## src/rtl/uart_buf_pkg.sv

```systemverilog
// Shared state encodings and default geometry for the UART buffer reader/writer.
package uart_buf_pkg;

  typedef enum logic [2:0] {
    ST_IDLE    = 3'd0,
    ST_FETCH   = 3'd1,
    ST_LATCH   = 3'd2,
    ST_SEND    = 3'd3,
    ST_WAIT_TX = 3'd4,
    ST_DONE    = 3'd5,
    ST_CKSUM   = 3'd6
  } buf_state_e;

  localparam int UART_BUF_ADDR_W    = 16;
  localparam int UART_BUF_NUM_BYTES = 65536;

endpackage

```

## src/rtl/byte_xor_acc.sv

```systemverilog
// Running 8-bit XOR of the bytes in a frame; used only when
// UART_READER_CHECKSUM_EN is defined.
module byte_xor_acc (
  input  logic       clk,
  input  logic       reset,
  input  logic       clear,
  input  logic       en,
  input  logic [7:0] din,
  output logic [7:0] acc
);

  logic [7:0] acc_q;

  always_ff @(posedge clk or negedge reset) begin
    if (!reset)     acc_q <= '0;
    else if (clear) acc_q <= '0;
    else if (en)    acc_q <= acc_q ^ din;
  end

  assign acc = acc_q;

endmodule

```

## src/rtl/uart_data_reader.sv

```systemverilog
// Streams RAM bytes 0..NUM_BYTES-1 to the UART Tx core, one byte in flight.
// UART_READER_CHECKSUM_EN: appends an XOR checksum byte to each frame.
module uart_data_reader
  import uart_buf_pkg::*;
#(
  parameter int ADDR_W    = UART_BUF_ADDR_W,
  parameter int NUM_BYTES = UART_BUF_NUM_BYTES
) (
  input  logic              clk,
  input  logic              reset,
  input  logic              start,
  output logic [ADDR_W-1:0] Addr,
  output logic              Ren,
  input  logic [7:0]        Din,
  output logic [7:0]        Dout,
  output logic              Tx_start,
  input  logic              Tx_busy,
  input  logic              Tx_done,
  output logic              fin
);

  // One extra bit so a full 2**ADDR_W frame count never wraps.
  localparam int CNT_W = ADDR_W + 1;
  localparam logic [CNT_W-1:0] LAST_CNT = CNT_W'(NUM_BYTES - 1);

  buf_state_e        state_q, state_d;
  logic [ADDR_W-1:0] addr_q, addr_d;
  logic [CNT_W-1:0]  cnt_q, cnt_d;
  logic              ren_q, ren_d;
  logic [7:0]        dout_q, dout_d;
  logic              tx_start_q, tx_start_d;
  logic              fin_q, fin_d;

`ifdef UART_READER_CHECKSUM_EN
  localparam logic [CNT_W-1:0] FRAME_CNT = CNT_W'(NUM_BYTES);
  logic       acc_clr, acc_en;
  logic [7:0] acc;

  byte_xor_acc u_xor (
    .clk  (clk),
    .reset(reset),
    .clear(acc_clr),
    .en   (acc_en),
    .din  (Din),
    .acc  (acc)
  );
`endif

  always_ff @(posedge clk or negedge reset) begin
    if (!reset) begin
      state_q    <= ST_IDLE;
      addr_q     <= '0;
      cnt_q      <= '0;
      ren_q      <= 1'b0;
      dout_q     <= '0;
      tx_start_q <= 1'b0;
      fin_q      <= 1'b0;
    end else begin
      state_q    <= state_d;
      addr_q     <= addr_d;
      cnt_q      <= cnt_d;
      ren_q      <= ren_d;
      dout_q     <= dout_d;
      tx_start_q <= tx_start_d;
      fin_q      <= fin_d;
    end
  end

  always_comb begin
    state_d    = state_q;
    addr_d     = addr_q;
    cnt_d      = cnt_q;
    ren_d      = 1'b0;
    dout_d     = dout_q;
    tx_start_d = 1'b0;
    fin_d      = fin_q;
`ifdef UART_READER_CHECKSUM_EN
    acc_clr    = 1'b0;
    acc_en     = 1'b0;
`endif
    case (state_q)
      ST_IDLE, ST_DONE: begin
        if (start) begin
          state_d = ST_FETCH;
          addr_d  = '0;
          cnt_d   = '0;
          fin_d   = 1'b0;
          ren_d   = 1'b1;
`ifdef UART_READER_CHECKSUM_EN
          acc_clr = 1'b1;
`endif
        end
      end
      ST_FETCH: state_d = ST_LATCH;
      ST_LATCH: begin
        dout_d  = Din;
        state_d = ST_SEND;
`ifdef UART_READER_CHECKSUM_EN
        acc_en  = 1'b1;
`endif
      end
      ST_SEND: begin
        if (!Tx_busy) begin
          tx_start_d = 1'b1;
          state_d    = ST_WAIT_TX;
        end
      end
      ST_WAIT_TX: begin
        // Address stops at the last byte; DONE parks it back at 0.
        if (Tx_done) begin
`ifdef UART_READER_CHECKSUM_EN
          if (cnt_q == FRAME_CNT) begin
            state_d = ST_DONE;
            fin_d   = 1'b1;
            addr_d  = '0;
          end else if (cnt_q == LAST_CNT) begin
            state_d = ST_CKSUM;
            cnt_d   = cnt_q + 1'b1;
          end
`else
          if (cnt_q == LAST_CNT) begin
            state_d = ST_DONE;
            fin_d   = 1'b1;
            addr_d  = '0;
            cnt_d   = cnt_q + 1'b1;
          end
`endif
          else begin
            state_d = ST_FETCH;
            addr_d  = addr_q + 1'b1;
            cnt_d   = cnt_q + 1'b1;
            ren_d   = 1'b1;
          end
        end
      end
`ifdef UART_READER_CHECKSUM_EN
      ST_CKSUM: begin
        dout_d  = acc;
        state_d = ST_SEND;
      end
`endif
      default: state_d = ST_IDLE;
    endcase
  end

  assign Addr     = addr_q;
  assign Ren      = ren_q;
  assign Dout     = dout_q;
  assign Tx_start = tx_start_q;
  assign fin      = fin_q;

endmodule

```

## config.mk

```make
export PLATFORM = sky130hd
export DESIGN_NAME = uart_data_reader
export DESIGN_NICKNAME = d
export VERILOG_FILES = /design/src/rtl/uart_buf_pkg.sv /design/src/rtl/byte_xor_acc.sv /design/src/rtl/uart_data_reader.sv
export SDC_FILE = /design/constraint.sdc
export NUM_CORES = 1
export LEC_CHECK = 0
export ABC_AREA = 1
export BUFFER_PORTS_ARGS = -buffer_cell sky130_fd_sc_hd__buf_2
export CAP_MARGIN = 20
export CORE_ASPECT_RATIO = 1.5
export CORE_MARGIN = 5
export CORE_UTILIZATION = 50
export DETAILED_ROUTE_END_ITERATION = 10
export PLACE_DENSITY = 0.72
export SYNTH_ARGS = -nofsm -noshare
export SYNTH_HDL_FRONTEND = slang
export SYNTH_HIERARCHICAL = 1
export SYNTH_SLANG_ARGS = --single-unit
export TNS_END_PERCENT = 20
```

## constraint.sdc

```tcl
create_clock -name clk -period 4 [get_ports clk]
set_input_delay 0.6 -clock clk [delete_from_list [all_inputs] [get_ports clk]]
set_output_delay 0.6 -clock clk [all_outputs]
set_load 0.005 [all_outputs]
```

==> results by group, run 1 <==
Status
  • Status: finished clean

Route
  • Initial DRC count: 149
  • DR WL/cell: 13.3 um
  • DRT antenna net count: 0
  • Drc violations: 0
  • Final WL: 6.06 mm
  • Drt pass-1 iters: 4
  • Routed via count: 2,366
  • Post-DR vias/cell: 5.20

Synth
  • Synth warn: 6
  • Sequential area share after synthesis: 44.7%
  • Net Count, Synth: 362
  • Yosys top cell by area: dfrtp_1
  • Mean Syn Cell Area: 7.61 um^2
  • Syn Std Cell Area: 2630 um^2
  • Unique masters post-synth: 32
  • Number of synthesized register bits: 47
  • Cells after Synth: 346
  • Synth area leaders: dfrtp_1 (45%), nand2_1 (13%), inv_1 (6.8%)
  • Post-synth top area share: 44.7%

Pwr
  • LEAKAGE: 1.47 nW
  • Clock power frac: 18.6%
  • Switching pwr: 0.610 mW
  • PwrDens: 504 nW/um^2
  • Sequential Power Share: 41.3%
  • Sw frac: 40.8%
  • Worst VDD drop: 0.395 mV
  • Internal Power: 0.886 mW
  • Logic gate share of total power: 40.2%

Clock network
  • Clock Path Buffers: 2
  • TritonCTS buffer count: 5
  • Cts repair resizes: 0
  • Root buf cell: clkbuf_8
  • Clk_lat worst skew: 0.29 ns
  • CTS clock-pin slew for the worst setup and hold paths: 0.08 ns
  • Post-CTS setup buffer count: 0
  • CTS Hold Buffers Added: 0
  • H-tree levels: 2
  • TritonCTS clock tree: yes
  • CTS sink count: 47

Timing
  • Final Hold Fails: 0
  • Clock period minus worst slack: 2.41 ns
  • Worst-margin pin slew: 0.976 ns
  • Highest clock rate: 0.414 GHz
  • Slew Viols, Final: 0
  • Max_slew headroom: 34.8%
  • TNS Setup: 0 ns
  • Final setup vio count: 0
  • Final setup skew: 0.00447 ns
  • Worst-case hold slack: 0.306 ns
  • Period utilization: 60.4%
  • Final worst slack: 1.59 ns
  • RSZ-0062 raised after global routing: false

Worst setup path
  • Slowest cell on crit path: dfrtp_1
  • Worst r2r src: cnt_q[0]
  • Arrival time at the worst endpoint: 2.60 ns
  • CP peak stage delay: 0.39 ns
  • Class of the most critical setup path: reg2reg
  • R2R depth: 11
  • Critical-path maximum fanout: 8
  • Reg2Reg Setup Slack: 1.59 ns
  • Worst path cell trace: ha_1, inv_1, nor3_2, nand2_1, nor4_1, ha_1, nor2_4, inv_1, nand2_2, o21ai_0, nor2_1
  • Worst EP required: 4.19 ns
  • CP Capture Type: flip-flop
  • Crit. Startpoint: cnt_q[0]
  • Crit start category: flip-flop
  • Reg-to-Reg End: Addr[11]

Global routing
  • Largest net degree at the start of global routing: 48
  • Vias in the first global route: 2,306
  • Initial antenna violation count: 0
  • GRT Total Usage: 18.7%
  • First-pass GRT wire length: 10.5 mm
  • Grt total ovfl: 0

Finish
  • ANT cells: 0
  • Fraction of layout cells with a size suffix above 1: 16.8%
  • Most frequent cells in the layout: nand2_1 (91), inv_1 (48), dfrtp_1 (47)
  • Layout Nets: 402
  • Most common cell after layout, fill and taps aside: nand2_1
  • Final core occ: 57.9%
  • Syn-to-layout area delta: 12.7%
  • Fillers: 514

Die
  • Die width: 69.2 um
  • Core Rows: 32
  • I/O pins: 40
  • Initial Utilization: 51.4%
  • Die H: 98.9 um
  • Core area: 5120 um^2
  • Overall die area: 6850 um^2

Placed design
  • Port Buf Inserts: 39
  • Pre-CTS setup slack: 1.58 ns
  • Detail Placement HPWL: 4.39 mm
  • Final Wtd Congestion: 0.903

Min path
  • Hold Crit Class: in2async

Run
  • Total of max-cap violations: 0
==> cells in the mapped netlist <==
| master | count |
|---|---|
| a21oi_1 | 18 |
| and2_0 | 1 |
| and2_1 | 1 |
| buf_2 | 4 |
| buf_6 | 3 |
| dfrtp_1 | 47 |
| ha_1 | 3 |
| inv_1 | 48 |
| inv_2 | 1 |
| mux2_2 | 8 |
| mux2i_1 | 1 |
| nand2_1 | 91 |
| nand2_2 | 2 |
| nand3_1 | 28 |
| nand3_2 | 2 |
| nand3b_1 | 2 |
| nand4_1 | 12 |
| nor2_1 | 37 |
| nor2_2 | 1 |
| nor2_4 | 1 |
| nor2b_4 | 1 |
| nor3_1 | 3 |
| nor3_2 | 1 |
| nor4_1 | 1 |
| o211ai_1 | 1 |
| o21ai_0 | 18 |
| o21bai_1 | 2 |
| o22ai_1 | 1 |
| o31ai_1 | 2 |
| or2_2 | 2 |
| xnor2_1 | 1 |
| xor2_1 | 2 |
==> per-stage QoR <==
step                std cells  power (mW)  cell area (um^2)
global placement          446        1.22              2860
CTS                       454        1.51              2940
floorplan                 346        1.09              2630
global route              455        1.62              2970
detailed placement        446        1.23              2860
finish                    455        1.50              2970
==> area by class of cell <==
class                      instances  area [um^2]  area share (%)
clock inverter                     1         5.00           0.169
multi-input combinational        243         1220            41.1
sequential                        47         1180            39.6
clock buffer                       7         76.3            2.57
tap                               68         85.1            2.87
timing repair buffer              40          223            7.50
inverter                          49          184            6.20
==> power groups by stage <==
stage          Combinational [mW]  Clock (mW)  Sequential [mW]
2_1_floorplan               0.465           0            0.627
3_3_place_gp                0.599           0            0.623
3_5_place_dp                0.604           0            0.625
4_1_cts                     0.605       0.289            0.616
5_1_grt                     0.677       0.310            0.632
6_report                    0.601       0.278            0.617
==> worst max-delay path by stage <==
stage / slack (ns) / to
4_1_cts: 1.55 / Addr[11]
3_3_place_gp: 1.56 / Addr[11]
6_report: 1.59 / Addr[11]
5_1_grt: 1.31 / Addr[12]
2_1_floorplan: 2.05 / Addr[7]
3_5_place_dp: 1.58 / Addr[11]
==> cells by family (layout without fill, tap and decap cells) <==
kind of cell	Yosys count	after routing	share of synthesized area (%)
fa+ha+maj	3	3	1.43
compound gates	42	42	8.51
buf+inv	56	97	9.03
mux	9	9	3.80
xor+xnor	3	3	0.998
flops	47	47	44.7
simple gates	186	186	31.6
==> worst max-delay path, delay by kind of cell, from the launching register on <==
kind                     cells  cell delay (ns)
AND/OR/NAND/NOR              6             1.03
adder cells (fa/ha/maj)      2             0.49
flip-flops                   1             0.39
buffers and inverters        2             0.25
AO/OA/AOI/OAI                1             0.13
==> sequential cells by signal, summed over array words and instances, names as in the netlist <==
signal	flops
cnt_q	17
Addr	16
Dout	8
state_q	3
Ren	1
Tx_start	1
fin	1
==> routing by layer <==
layer	GRT usage (%)	routed length, um	vias to the layer above
met5	0	0	-
met4	8.42	161	0
met3	3.06	215	20
met2	32.4	3060	55
met1	22.5	2620	1100
li1	-	-	1191
(Power assumes the default switching activity.)
==> run 2: changes to the inputs <==
==> constraint.sdc (replaced) <==
create_clock -name clk -period 2.4 [get_ports clk]
set_input_delay 0.36 -clock clk [delete_from_list [all_inputs] [get_ports clk]]
set_output_delay 0.36 -clock clk [all_outputs]
set_load 0.005 [all_outputs]
==> results by group, run 2 (same netlist as run 1, synthesis figures left out) <==
Die
  • Overall die area: 6850 um^2 (unchanged)
  • Core Rows: 32 (unchanged)
  • I/O pins: 40 (unchanged)
  • Die width: 69.2 um (unchanged)
  • Core area: 5120 um^2 (unchanged)
  • Initial Utilization: 51.4% (unchanged)
  • Die H: 98.9 um (unchanged)

Clock network
  • H-tree levels: 2 (unchanged)
  • CTS Hold Buffers Added: 0 (unchanged)
  • Clock Path Buffers: 2 (unchanged)
  • CTS clock-pin slew for the worst setup and hold paths: 0.09 ns (about the same)
  • Post-CTS setup buffer count: 0 (unchanged)
  • Root buf cell: clkbuf_8
  • Cts repair resizes: 0 (unchanged)
  • CTS sink count: 47 (unchanged)
  • TritonCTS clock tree: yes
  • TritonCTS buffer count: 5 (unchanged)
  • Clk_lat worst skew: 0.29 ns (about the same)

Worst setup path
  • Worst EP required: 2.57 ns (-1.62 ns)
  • Crit start category: flip-flop
  • Critical-path maximum fanout: 8 (unchanged)
  • Class of the most critical setup path: reg2reg
  • CP Capture Type: flip-flop
  • Arrival time at the worst endpoint: 2.32 ns (-0.28 ns)

Global routing
  • GRT Total Usage: 18.6% (-0.091 points)
  • Grt total ovfl: 0 (unchanged)
  • Vias in the first global route: 2,357 (+2.2%)
  • Initial antenna violation count: 0 (unchanged)
  • Largest net degree at the start of global routing: 31 (-35%)
  • First-pass GRT wire length: 10.5 mm (+0.33%)

Timing
  • Final setup skew: 0.00397 ns (-0.000498 ns)
  • Period utilization: 89.5% (+29 points)
  • Worst-case hold slack: 0.0254 ns (-0.281 ns)
  • RSZ-0062 raised after global routing: false
  • Clock period minus worst slack: 2.15 ns (-0.266 ns)
  • Max_slew headroom: 62.1% (+27 points)
  • Final setup vio count: 0 (unchanged)
  • TNS Setup: 0 ns (unchanged)
  • Worst-margin pin slew: 0.568 ns (-0.408 ns)
  • Slew Viols, Final: 0 (unchanged)
  • Final worst slack: 0.252 ns (-1.33 ns)
  • Final Hold Fails: 0 (unchanged)
  • Highest clock rate: 0.465 GHz (+12%)

Route
  • Drt pass-1 iters: 4 (unchanged)
  • Initial DRC count: 92 (-38%)
  • DR WL/cell: 12.9 um (-2.9%)
  • Final WL: 5.92 mm (-2.2%)
  • Post-DR vias/cell: 5.09 (-2.0%)
  • Routed via count: 2,333 (-1.4%)
  • Drc violations: 0 (unchanged)
  • DRT antenna net count: 0 (unchanged)

Placed design
  • Detail Placement HPWL: 4.45 mm (+1.4%)
  • Dpl cells: 450 (+0.90%)
  • Pre-CTS setup slack: 0.275 ns (-1.30 ns)
  • Port Buf Inserts: 39 (unchanged)
  • Final Wtd Congestion: 0.875 (-3.1%)

Finish
  • Fraction of layout cells with a size suffix above 1: 17.7% (+0.90 points)
  • Layout Nets: 405 (+0.75%)
  • Biggest register: cnt_q
  • ANT cells: 0 (unchanged)
  • Non-filler cells in the finished layout: 458 (+0.66%)
  • Most common cell after layout, fill and taps aside: nand2_1
  • Syn-to-layout area delta: 15.3%
  • Fillers: 524 (+1.9%)
  • Largest register FFs: 17 (unchanged)
  • Final core occ: 59.2% (+1.3 points)
  • Most frequent cells in the layout: nand2_1 (91), inv_1 (48), dfrtp_1 (47)

Pwr
  • PwrDens: 903 nW/um^2 (+79%)
  • Worst VDD drop: 0.696 mV (+76%)
  • LEAKAGE: 1.51 nW (+2.4%)

Run
  • Total of max-cap violations: 0 (unchanged)

Min path
  • Hold Crit Class: in2async

Status
  • Status: finished clean
[run 2: path summary, 6_finish.rpt]
check,start,end,slack (ns),cells after the start
hold reg to reg,Dout[1],Dout[1],0.50,1
setup reg to reg,cnt_q[0],fin,0.25,11
max in group asynchronous,reset,cnt_q[7],1.87,2
setup / recovery,cnt_q[0],fin,0.25,11
hold / removal,reset,Tx_start,0.03,1
min in group clk,Tx_busy,Tx_start,0.23,2
[run 2: area by class of cell]
class	count	area, um^2	share of cell area [%]
Clock buffer	6	72.6	2.39
Clock inverter	2	60.1	1.98
Inverter	49	184	6.06
Multi-Input combinational cell	243	1220	40.2
Sequential cell	47	1180	38.8
Tap cell	68	85.1	2.80
Timing Repair Buffer	43	238	7.84
[run 2: where the power goes]
part / internal, mW / total [mW] / switching, mW / leakage [nW]
registers: 0.932 / 1.03 / 0.0968 / 0.629
clock network: 0.416 / 0.685 / 0.268 / 0.0654
logic: 0.369 / 1.03 / 0.659 / 0.813
total: 1.72 / 2.74 / 1.02 / 1.51
[run 2: routing by layer]
layer / share of wire (%) / track usage (%) / wire length, um / vias to the layer above
met4: 1.6 / 6.62 / 95 / 0
met2: 52 / 32.3 / 3050 / 51
li1: - / - / - / 1197
met3: 4.5 / 3.37 / 264 / 9
met1: 42 / 22.9 / 2510 / 1076
met5: 0 / 0 / 0 / -
[run 2: per-stage QoR]
step	total power [mW]	area, um^2
detailed placement	2.08	2900
finish	2.74	3030
global placement	2.05	2900
floorplan	1.82	2630
global route	2.96	3030
CTS	2.77	3030
[run 2: critical path: stages (launching register included)]
cell and delay, ns:
dfrtp_1 0.39, ha_1 0.19, inv_1 0.07, nor3_2 0.20
nand2_1 0.11, nor4_1 0.22, ha_1 0.30, nor2_4 0.08
inv_1 0.16, nand2_2 0.13, nand2_1 0.10, o21ai_0 0.08
